[config.mk]
export PLATFORM = sky130hd
export DESIGN_NAME = span_master
export DESIGN_NICKNAME = d
export VERILOG_FILES = /design/src/rtl/span_pkg.sv /design/src/rtl/span_shadow_regs.sv /design/src/rtl/span_master.sv
export SDC_FILE = /design/constraint.sdc
export NUM_CORES = 1
export LEC_CHECK = 0
export ABC_AREA = 1
export BUFFER_PORTS_ARGS = -buffer_cell sky130_fd_sc_hd__buf_2
export CORE_MARGIN = 8
export CORE_UTILIZATION = 30
export DETAILED_ROUTE_END_ITERATION = 7
export PLACE_DENSITY = 0.45
export SYNTH_ARGS = -nofsm -noshare
export SYNTH_HDL_FRONTEND = slang
export SYNTH_SLANG_ARGS = --single-unit
[constraint.sdc]
create_clock -name clk -period 2.65 [get_ports clk]
set_input_delay 0.1325 -clock clk [delete_from_list [all_inputs] [get_ports clk]]
set_output_delay 0.1325 -clock clk [all_outputs]
set_load 0.005 [all_outputs]
[src/rtl/span_pkg.sv]
// Shared constants and FSM state type for the span margin master.
// Register-map offsets follow the slave's layout.
package span_pkg;

  localparam int NUM_REGS = 34;

  localparam logic [5:0] OFF_PSR       = 6'd0;
  localparam logic [5:0] OFF_POS0      = 6'd1;
  localparam logic [5:0] OFF_POS7      = 6'd8;
  localparam logic [5:0] OFF_INTERRATE = 6'd13;
  localparam logic [5:0] OFF_MAT0      = 6'd14;
  localparam logic [5:0] OFF_TIER0     = 6'd22;
  localparam logic [5:0] OFF_SPREAD0   = 6'd25;
  localparam logic [5:0] OFF_OUTRIGHT2 = 6'd33;

  localparam logic [5:0] LAST_OFF = OFF_OUTRIGHT2;

  typedef enum logic [2:0] {
    IDLE,
    WRITE,
    SETTLE,
    READ,
    CAPTURE,
    DONE
  } span_state_e;

endpackage

[src/rtl/span_shadow_regs.sv]
// 34x16 shadow parameter store: one write port, one combinational
// read port, cleared by reset.
module span_shadow_regs
  import span_pkg::*;
(
  input  logic        clk,
  input  logic        rst_n,
  input  logic        we,
  input  logic [5:0]  waddr,
  input  logic [15:0] wdata,
  input  logic [5:0]  raddr,
  output logic [15:0] rdata
);

  logic [15:0] mem_q [NUM_REGS];

  always_ff @(posedge clk or negedge rst_n) begin
    if (!rst_n) begin
      for (int i = 0; i < NUM_REGS; i++) begin
        mem_q[i] <= '0;
      end
    end else if (we && waddr <= LAST_OFF) begin
      mem_q[waddr] <= wdata;
    end
  end

  assign rdata = (raddr <= LAST_OFF) ? mem_q[raddr] : '0;

endmodule

[src/rtl/span_master.sv]
// Replays the shadow store into the slave, settles, reads the margin.
// Define SPAN_MASTER_RETRY_EN to replay on a zero margin.
module span_master
  import span_pkg::*;
#(
  parameter int SETTLE_CYCLES = 64,
  parameter int MAX_RETRY     = 3
) (
  input  logic        clk,
  input  logic        reset,
  input  logic        cfg_wr,
  input  logic [5:0]  cfg_addr,
  input  logic [15:0] cfg_data,
  input  logic        start,
  output logic        busy,
  output logic [15:0] margin,
  output logic        margin_valid,
  output logic        chipselect,
  output logic        write,
  output logic        read,
  output logic [5:0]  offset,
  output logic [15:0] writeData,
  input  logic [15:0] readData
);

`ifdef SPAN_MASTER_RETRY_EN
  localparam bit RETRY_EN = 1'b1;
`else
  localparam bit RETRY_EN = 1'b0;
`endif

  localparam int CW = 16;

  span_state_e state_q, state_d;
  logic [CW-1:0] cnt_q, cnt_d;
  logic [7:0]    retry_q, retry_d;
  logic [15:0]   margin_q, margin_d;
  logic [15:0]   shadow_rd;
  logic          shadow_we;

  assign shadow_we = cfg_wr && (state_q == IDLE);

  span_shadow_regs u_shadow (
    .clk   (clk),
    .rst_n (reset),
    .we    (shadow_we),
    .waddr (cfg_addr),
    .wdata (cfg_data),
    .raddr (cnt_q[5:0]),
    .rdata (shadow_rd)
  );

  always_ff @(posedge clk or negedge reset) begin
    if (!reset) begin
      state_q  <= IDLE;
      cnt_q    <= '0;
      retry_q  <= '0;
      margin_q <= '0;
    end else begin
      state_q  <= state_d;
      cnt_q    <= cnt_d;
      retry_q  <= retry_d;
      margin_q <= margin_d;
    end
  end

  always_comb begin
    state_d  = state_q;
    cnt_d    = cnt_q;
    retry_d  = retry_q;
    margin_d = margin_q;
    unique case (state_q)
      IDLE: begin
        if (start) begin
          state_d = WRITE;
          cnt_d   = '0;
          retry_d = '0;
        end
      end
      WRITE: begin
        if (cnt_q == CW'(LAST_OFF)) begin
          state_d = SETTLE;
          cnt_d   = '0;
        end else begin
          cnt_d = cnt_q + 1'b1;
        end
      end
      SETTLE: begin
        if (cnt_q == CW'(SETTLE_CYCLES - 1)) begin
          state_d = READ;
          cnt_d   = '0;
        end else begin
          cnt_d = cnt_q + 1'b1;
        end
      end
      READ: state_d = CAPTURE;
      CAPTURE: begin
        margin_d = readData;
        // slave clears its inputs on read, so a retry is a full replay
        if (RETRY_EN && readData == '0 &&
            retry_q < 8'(MAX_RETRY)) begin
          retry_d = retry_q + 1'b1;
          state_d = WRITE;
          cnt_d   = '0;
        end else begin
          state_d = DONE;
        end
      end
      DONE: state_d = IDLE;
      default: state_d = IDLE;
    endcase
  end

  always_comb begin
    chipselect   = 1'b0;
    write        = 1'b0;
    read         = 1'b0;
    offset       = '0;
    writeData    = '0;
    margin_valid = 1'b0;
    busy         = (state_q != IDLE);
    unique case (state_q)
      WRITE: begin
        chipselect = 1'b1;
        write      = 1'b1;
        offset     = cnt_q[5:0];
        writeData  = shadow_rd;
      end
      READ: begin
        chipselect = 1'b1;
        read       = 1'b1;
      end
      DONE: margin_valid = 1'b1;
      default: ;
    endcase
  end

  assign margin = margin_q;

endmodule

=== Word level (Yosys, flattened, before mapping) ===
Cells that the tools add are included.

* Register bits after elaboration: 579
* Output and inout port bits: 43

* $add $sub $neg: 1
* Bitwise gates (word level): 2
* Eq/ne operators: 10
* Muxes and demuxes: 21
* Reductions and logical operators: 9
* Order comparisons: 5

{| class="wikitable"
|+ Operators with widths
! kind !! count
|-
| $bwmux W544 || 1
|-
| $mux W16 || 8
|-
| $bmux W16 S6 || 1
|-
| $demux W16 S6 || 1
|-
| $pmux W16 S3 || 1
|-
| $eq A16 B6 Y1 const B || 2
|-
| $add A16 B1 Y16 const B || 1
|-
| $pmux W3 S5 || 1
|-
| $ge A7 B7 Y1 const B || 2
|-
| $not A6 Y7 || 2
|-
| $le A6 B6 Y1 const B || 2
|-
| $mux W3 || 3
|-
| $lt A7 B1 Y1 const B || 1
|-
| $eq A3 B2 Y1 const B || 2
|-
| $eq A3 B3 Y1 const B || 2
|-
| $mux W6 || 1
|-
| $ne A2 B2 Y1 const B || 3
|-
| $reduce_bool A3 Y1 || 2
|-
| $mux W1 || 4
|-
| $eq A3 B1 Y1 const B || 1
|-
| $logic_and A1 B1 Y1 || 3
|-
| $logic_not A3 Y1 || 1
|-
| $reduce_and A3 Y1 || 1
|-
| $reduce_and A2 Y1 || 1
|-
| $reduce_or A2 Y1 || 1
|}

=== Longest topological paths before layout ===
Gate-level depths: netlist of run 1.

* Word-level depth: 6
* Depth in mapped cells: 14
* Mapped depth without buffers: 11

=== Cells and area by module ===
Synthesis of run 1 repeated with hierarchy kept, for this count alone.

* Cells, all modules: 3487
* Area total of the unflattened synthesis: 27493.9 µm²

{| class="wikitable"
|+ By module, submodules not included
! module !! area each (µm²) !! cells each !! times used !! sequential area each (µm²)
|-
| span_shadow_regs || 25394.4 || 3218 || 1 || 13613.1
|-
| span_master || 2099.5 || 269 || 1 || 875.8
|}

=== Worst setup path after synthesis of run 1 ===
OpenSTA, ideal clock, no wires.

* Path type: reg2out
* Start: reg cnt_q[0]
* End: out writeData[10]
* Stages on the path, launching flop included: 12
* Path slack: 0.395 ns
* Buffers on the path: 5
* Arrival: 2.122 ns
* Path through: dfrtp_1 -> buf_2 -> inv_2 -> buf_2 -> buf_2 -> buf_1 -> ha_1 -> a31oi_1 -> o21ai_0 -> nand2_1 -> clkbuf_1 -> a21oi_1

* Longest elaborated chain between the ends: 6
* Elaborated cells on any way between the ends: 7
* Classes of those cells: order compare (1); mux (5); bitwise (1)

{| class="wikitable"
|+ Ends and longest elaborated chain
! what !! RTL line !! source
|-
| start, declared || span_master.sv:35 || <nowiki>logic [CW-1:0] cnt_q, cnt_d;</nowiki>
|-
| start signal, assigned || span_master.sv:61 || <nowiki>cnt_q <= cnt_d;</nowiki>
|-
| $not A6 Y7 (implied by the code) || span_shadow_regs.sv:27 || <nowiki>assign rdata = (raddr <= LAST_OFF) ? mem_q[raddr] : '0;</nowiki>
|-
| $bmux W16 S6 || span_shadow_regs.sv:27 ||
|-
| $mux W16 (implied by the code) (2 in a row) || span_shadow_regs.sv:27 ||
|-
| $mux W16 * || span_shadow_regs.sv:27 ||
|-
| $mux W16 * || span_master.sv:122 || <nowiki>unique case (state_q)</nowiki>
|-
| end, declared || span_master.sv:22 || <nowiki>output logic [15:0] writeData,</nowiki>
|}

Mark *: on every way between the ends. The rest lies on a longest branch, timed or not. The select of a mux whose other input is x is not followed.

=== Final worst setup path of run 1 ===
* Start: reg cnt_q[1]
* End: out writeData[4]

The elaborated chain is that of the path after synthesis.

==> flow_metrics.tcl, run 1 <==
set metrics [dict create \
    antenna_found_initial 2 \
    h-tree-depth 3 \
    cp_cell_sequence "buf_4, clkbuf_16, nor2_1, o21ai_0, nand2_1, a21oi_4, nand2_1, nand3_2, a21oi_2, buf_2" \
    synth_seq_cells 579 \
    power.density_nw_per_um2 893 \
    ioPinCount 85 \
    root_buffer "clkbuf_16" \
    criticalPathCategory "flop to output pin" \
    violations "negative setup slack" \
    postSynthAreaPerCell_um2 7.68 \
    slowest_delay_ns 0.58 \
    critPathMostFrequentCell "nand2_1" \
    worstPathRequired_ns 2.52 \
    nNetsFinal 3715 \
    synth_cells 3577 \
    finalSetupViolations 16 \
    cts.sinks 579 \
    synth_cell_types 35 \
    drt_iter0_markers 2299 \
    area_growth_pct 23.4 \
    endpoint_kind "output pin" \
    finalCritPeriodShare_pct 106 \
    grt_pass1_wl_um 152000 \
    route.vias.total 23900 \
    antenna_cells 0 \
    yosys.area.top_type "dfrtp_1" \
    die_w_um 319 \
    ys_warn_count 0 \
    postLayoutSetupSlackWorst_ns -0.167 \
    cts_tree "built" \
    clock_latency_ns 0.63 \
    worstSetupStartpoint "cnt_q[1]" \
    grt-ovfl-total 0 \
    fin_crit_ns 2.82 \
    reg2reg_from "cnt_q[0]" \
    synthesis.area_um2 27500 \
    path_clk_slew_ns 0.06 \
    vias_per_cell 4.87 \
    wl_um 101000 \
    worstMarginPinSlew_ns 0.704 \
    first_pass_iters 7 \
    stdcell_count 4906 \
    max-slew-margin-rel_pct 52.8 \
    r2r_slack_ns 0.22 \
    synth_area_leaders "dfrtp_1 53%, nand2_1 18%, o21ai_0 7.7%" \
    clock_skew_ns 0.0206 \
    clockBufferDepth 3 \
    cp_slowest_cell "dfrtp_4" \
    die_h_um 319 \
    r2r_cells 11 \
    nFillCells 9506 \
    cp.arrival_ns 2.68 \
    synth_top_area_share_pct 52.8 \
    timing.fmax_mhz 355 \
    rsz0062_at_grt "yes" \
    wl_per_cell_um 20.6 \
    die-area_um2 101000 \
    hold_class "input pin to asynchronous set/reset pin" \
    status "finished with violations" \
    total_leakage_power_nw 15.8 \
    synthArstFlopShare_pct 100 \
    syn_nets 3622 \
    cts_buffers 71 \
    hpwl_um 60100 \
    grt_max_degree 84 \
    hold_viol 0 \
    synth_edf_count 0 \
    portBuffers 84 \
    ant_nets 0 \
    initial_core_util_pct 30.1 \
    grt_pass1_vias 22700 \
    rows 111 \
    crit_buf_inv 3 \
    crit_family "simple AND/OR/NAND/NOR gates" \
    start_kind "flop" \
    gp_congestion 0.837 \
    ys_seq_area_share_pct 52.8 \
    cp_max_fo 11 \
    vdd_drop_max_mv 0.446 \
    drv_cap 0 \
    tns_ns -2.00 \
    drc 0 \
    grt.total_usage_pct 19.4 \
    core-area_um2 91200 \
    drive_gt1_share_pct 16.0 \
    worstReg2RegEnd "cnt_q[0]" \
    drv_slew 0 \
    placedCellCount 4716 \
    ys.flop_type "dfrtp_1" \
]
## synth_stat cells, drive strengths merged, types with 2 or more instances
cell type	n
a21boi	2
a21oi	89
buf	84
clkbuf	182
dfrtp	579
ha	3
inv	233
mux2	16
nand2	1348
nand3	179
nand3b	4
nand4	24
nor2	189
nor3	11
o211ai	2
o21ai	620
or2	2
xor2	4
## worst reg2reg max path: cells and delay by family, from the launching register on
kind	cells	cell delay, ns
AO/OA/AOI/OAI	1	0.25
AND/OR/NAND/NOR	5	0.63
flip-flops	1	0.43
adder cells (fa/ha/maj)	1	0.24
buffers and inverters	4	0.65
## flip-flops by register name, indices dropped and copies added (netlist names)
register	count
state_q	3
cnt_q	16
margin	16
u_shadow.mem_q	544
## how the worst max path moves through the flow
stage / endpoint / slack [ns] / cells after the start
5_1_grt: writeData[0] / -0.25 / 12
3_5_place_dp: writeData[1] / 0.05 / 11
3_3_place_gp: writeData[1] / 0.04 / 11
4_1_cts: writeData[15] / -0.22 / 15
2_1_floorplan: writeData[10] / 0.40 / 11
6_report: writeData[4] / -0.17 / 10
## cell type report
cell class | count | area [um^2] | area share, %
flip-flops and latches | 579 | 14500 | 42.8
multi-input cells | 2499 | 11800 | 34.8
repair buffers | 284 | 2870 | 8.47
clock buffers | 111 | 2140 | 6.31
well taps | 1186 | 1480 | 4.38
inverters | 233 | 912 | 2.69
clock inverters | 12 | 183 | 0.539
repair inverters | 2 | 22.5 | 0.0664
## logic make-up after synthesis
kind of cell,after synthesis,synth area share (%)
simple gates,1758,26.0
compound gates,718,13.2
xor+xnor,4,0.128
flops,579,52.8
mux,16,0.656
buf+inv,499,7.18
fa+ha+maj,3,0.137
## stage by stage
step	power (W)	area [um^2]	utilization, %	hold slack (ns)	setup slack, ns
after floorplan	0.0147	27500	-	-0.163	0.395
after global placement	0.0184	29600	32.5	0.134	0.0433
after detailed placement	0.0184	29600	32.5	0.133	0.0473
after CTS	0.0300	33400	36.6	0.0579	-0.216
after global routing	0.0319	33900	37.1	0.0809	-0.252
final	0.0303	33900	37.1	0.0809	-0.167
## layout by cell type, fill, tap and decap left out, types with 3 or more instances in the layout
master         netlist  layout
a21oi_1             89      39
a21oi_2              0      36
a21oi_4              0      14
buf_12               1      29
buf_16               0      15
buf_2               66      82
buf_4                0     107
buf_6                0      21
buf_8                0       6
bufinv_16            0       4
clkbuf_1           182      20
clkbuf_16            0      77
clkbuf_8             0      19
clkinv_2             0       4
dfrtp_1            579     576
dlygate4sd3_1        0      18
inv_1              228     226
inv_2                5       4
inv_6                0       3
inv_8                0       3
mux2_2              16      16
nand2_1           1347    1283
nand2_2              0      53
nand2_4              1      12
nand3_1            179     153
nand3_2              0      25
nand3b_4             4       4
nand4_1             18      18
nand4_4              6       6
nor2_1             181     150
nor2_2               6      27
nor2_4               1      11
nor3_1               7       7
nor3_2               3       3
o21ai_0            425     411
o21ai_1            195     209
xor2_1               4       4
## power by group
part           internal (W)  switching [W]  total, W  leakage [nW]
combinational       0.00379        0.00641    0.0102          6.71
sequential          0.00972       0.000515    0.0102          7.97
clock               0.00591        0.00391   0.00983          1.14
total                0.0194         0.0108    0.0303          15.8
## layer usage
metal | routed length, um | GRT usage (%) | vias to the layer above
li1 | - | - | 11600
met1 | 49600 | 28.8 | 11600
met2 | 43600 | 29.1 | 597
met3 | 5020 | 2.88 | 126
met4 | 2860 | 5.57 | 0
met5 | 0 | 0 | -
## repair_timing
action | CTS | global route
hold buffers | 18 | 0
cloned | 11 | 5
resized for setup | 194 | 94
buffers inserted | 28 | 7
endpoints found under the hold margin | 397 | 0
setup endpoints to repair | 16 | 16
pin swaps | 39 | 60
No activity file was read; power rests on OpenSTA's default activity.
==> run 2, diff against run 1 <==
CORE_ASPECT_RATIO = 0.6   (was unset)
==> flow_metrics.tcl, run 2 (synthesized netlist as in run 1, its figures left out) <==
set metrics [dict create \
    area_growth_pct 22.8 \
    die_w_um 407 \
    finalCritPeriodShare_pct 108 \
    wl_per_cell_um 21.3 \
    drive_gt1_share_pct 15.9 \
    vias_per_cell 4.87 \
    endpoint_kind "output pin" \
    cts.sinks 579 \
    drv_cap 0 \
    rsz0062_at_grt "yes" \
    wl_um 105000 \
    power_switching_w 0.0110 \
    grtUsageMet3_pct 3.73 \
    postLayoutSetupSlackWorst_ns -0.206 \
    comb_power_share_pct 35.9 \
    top_register "u_shadow.mem_q" \
    drt_iter0_markers 2740 \
    clockBufferDepth 3 \
    fin_crit_ns 2.86 \
    violations "negative setup slack" \
    gp_congestion 0.870 \
    h-tree-depth 2 \
    route.vias.total 24100 \
    timing.fmax_mhz 350 \
    grt_pass1_vias 22500 \
    portBuffers 84 \
    clock_skew_ns 0.0307 \
    final_common_cell "nand2_1" \
    clkPwrFrac_pct 29.4 \
    cp.arrival_ns 2.72 \
    cp_max_fo 8 \
    path_clk_slew_ns 0.07 \
    nNetsFinal 3714 \
    hold_viol 0 \
    max-slew-margin-rel_pct 44.8 \
    grt_use_met2_pct 26.7 \
    cts_tree "built" \
    vdd_drop_max_mv 0.475 \
    grt-ovfl-total 0 \
    worstPathRequired_ns 2.52 \
    initial_core_util_pct 30.1 \
    grt.busiest_layer "met1" \
    die-area_um2 102000 \
    grt_max_degree 81 \
    grt_pass1_wl_um 157000 \
    drc 0 \
    hold_start "cfg_data[8]" \
    power.switching_fraction_pct 37.0 \
    p_int_w 0.0186 \
    layout_common_cells "1302 x nand2_1, 575 x dfrtp_1, 399 x o21ai_0" \
    final_area_um2 33700 \
    final_core_util_pct 37.0 \
    rows 86 \
    cts_buffers 56 \
    largest_register_ffs 544 \
    drv_slew 0 \
    clock_latency_ns 0.66 \
    die_h_um 250 \
    power.density_nw_per_um2 876 \
    first_pass_iters 5 \
    hold_class "input pin to flop" \
    finalSetupViolations 16 \
    root_buffer "clkbuf_16" \
    core-area_um2 91200 \
    criticalPathCategory "flop to output pin" \
    start_kind "flop" \
    worstMarginPinSlew_ns 0.824 \
    placed_area_um2 29900 \
    total_leakage_power_nw 15.8 \
    grt.met1_usage_pct 33.5 \
    grt.total_usage_pct 20.2 \
    status "finished with violations" \
    seq_power_share_pct 34.7 \
    worstSetupStartpoint "cnt_q[0]" \
    ioPinCount 85 \
    antenna_found_initial 7 \
    ant_nets 0 \
    hpwl_um 64600 \
    reg2reg_from "cnt_q[0]" \
]
-- run 2: worst max-delay path: stages, from the launching register on --
cell     delay, ns
dfrtp_4       0.53
buf_12        0.15
buf_12        0.15
buf_16        0.16
buf_16        0.16
nor2_4        0.08
nor2_2        0.03
o21ai_1       0.09
nand2_1       0.12
a21oi_4       0.20
nand2_2       0.09
nand3_4       0.10
a21oi_2       0.06
buf_2         0.12
-- run 2: power groups by stage --
stage          combinational, W  sequential (W)  clock, W
6_report                 0.0106          0.0103   0.00870
3_5_place_dp            0.00829          0.0104         0
4_1_cts                 0.00983          0.0102   0.00890
3_3_place_gp            0.00827          0.0104         0
5_1_grt                  0.0115          0.0104   0.00927
2_1_floorplan           0.00448          0.0102         0
-- run 2: final cells by class --
cell class / count / area [um^2]
repair inverters: 3 / 43.8
flip-flops and latches: 579 / 14500
inverters: 233 / 913
clock buffers: 92 / 1820
clock inverters: 12 / 145
diodes: 4 / 10.0
repair buffers: 297 / 3050
well taps: 1232 / 1540
multi-input cells: 2499 / 11700
fillers: 9665 / 57500
-- run 2: worst paths after layout --
path | endpoint | slack (ns) | cells past startpoint
min in group asynchronous | u_shadow.mem_q[495] | 0.09 | 2
max reg2reg | cnt_q[5] | 0.24 | 12
max in group asynchronous | u_shadow.mem_q[148] | 1.64 | 3
max | writeData[11] | -0.21 | 13
min | u_shadow.mem_q[72] | 0.08 | 4
min reg2reg | u_shadow.mem_q[166] | 0.48 | 2
-- run 2: routing by layer --
layer	wire, um	up-vias
met5	0	-
met4	1450	0
met3	7990	100
met2	40500	706
met1	55300	11700
li1	-	11600
-- run 2: repair_timing --
| action | 4_1_cts | 5_1_grt |
|---|---|---|
| pin swaps | 45 | 64 |
| setup buffers | 13 | 6 |
| gates resized for setup | 157 | 137 |
| setup endpoints to repair | 16 | 17 |
| endpoints found under the hold margin | 485 | 0 |
| gates cloned | 15 | 7 |
| hold buffers | 18 | 0 |
-- run 2: through the flow --
step	total power, W	TNS, ns	hold slack (ns)	setup WS, ns	instances
final	0.0296	-2.59	0.0831	-0.206	4951
after CTS	0.0289	-3.39	0.0601	-0.247	4935
after global routing	0.0311	-4.12	0.0973	-0.286	4948
after global placement	0.0186	0	0.128	0.165	4786
after floorplan	0.0147	0	-0.163	0.395	3577
after detailed placement	0.0187	0	0.127	0.152	4786
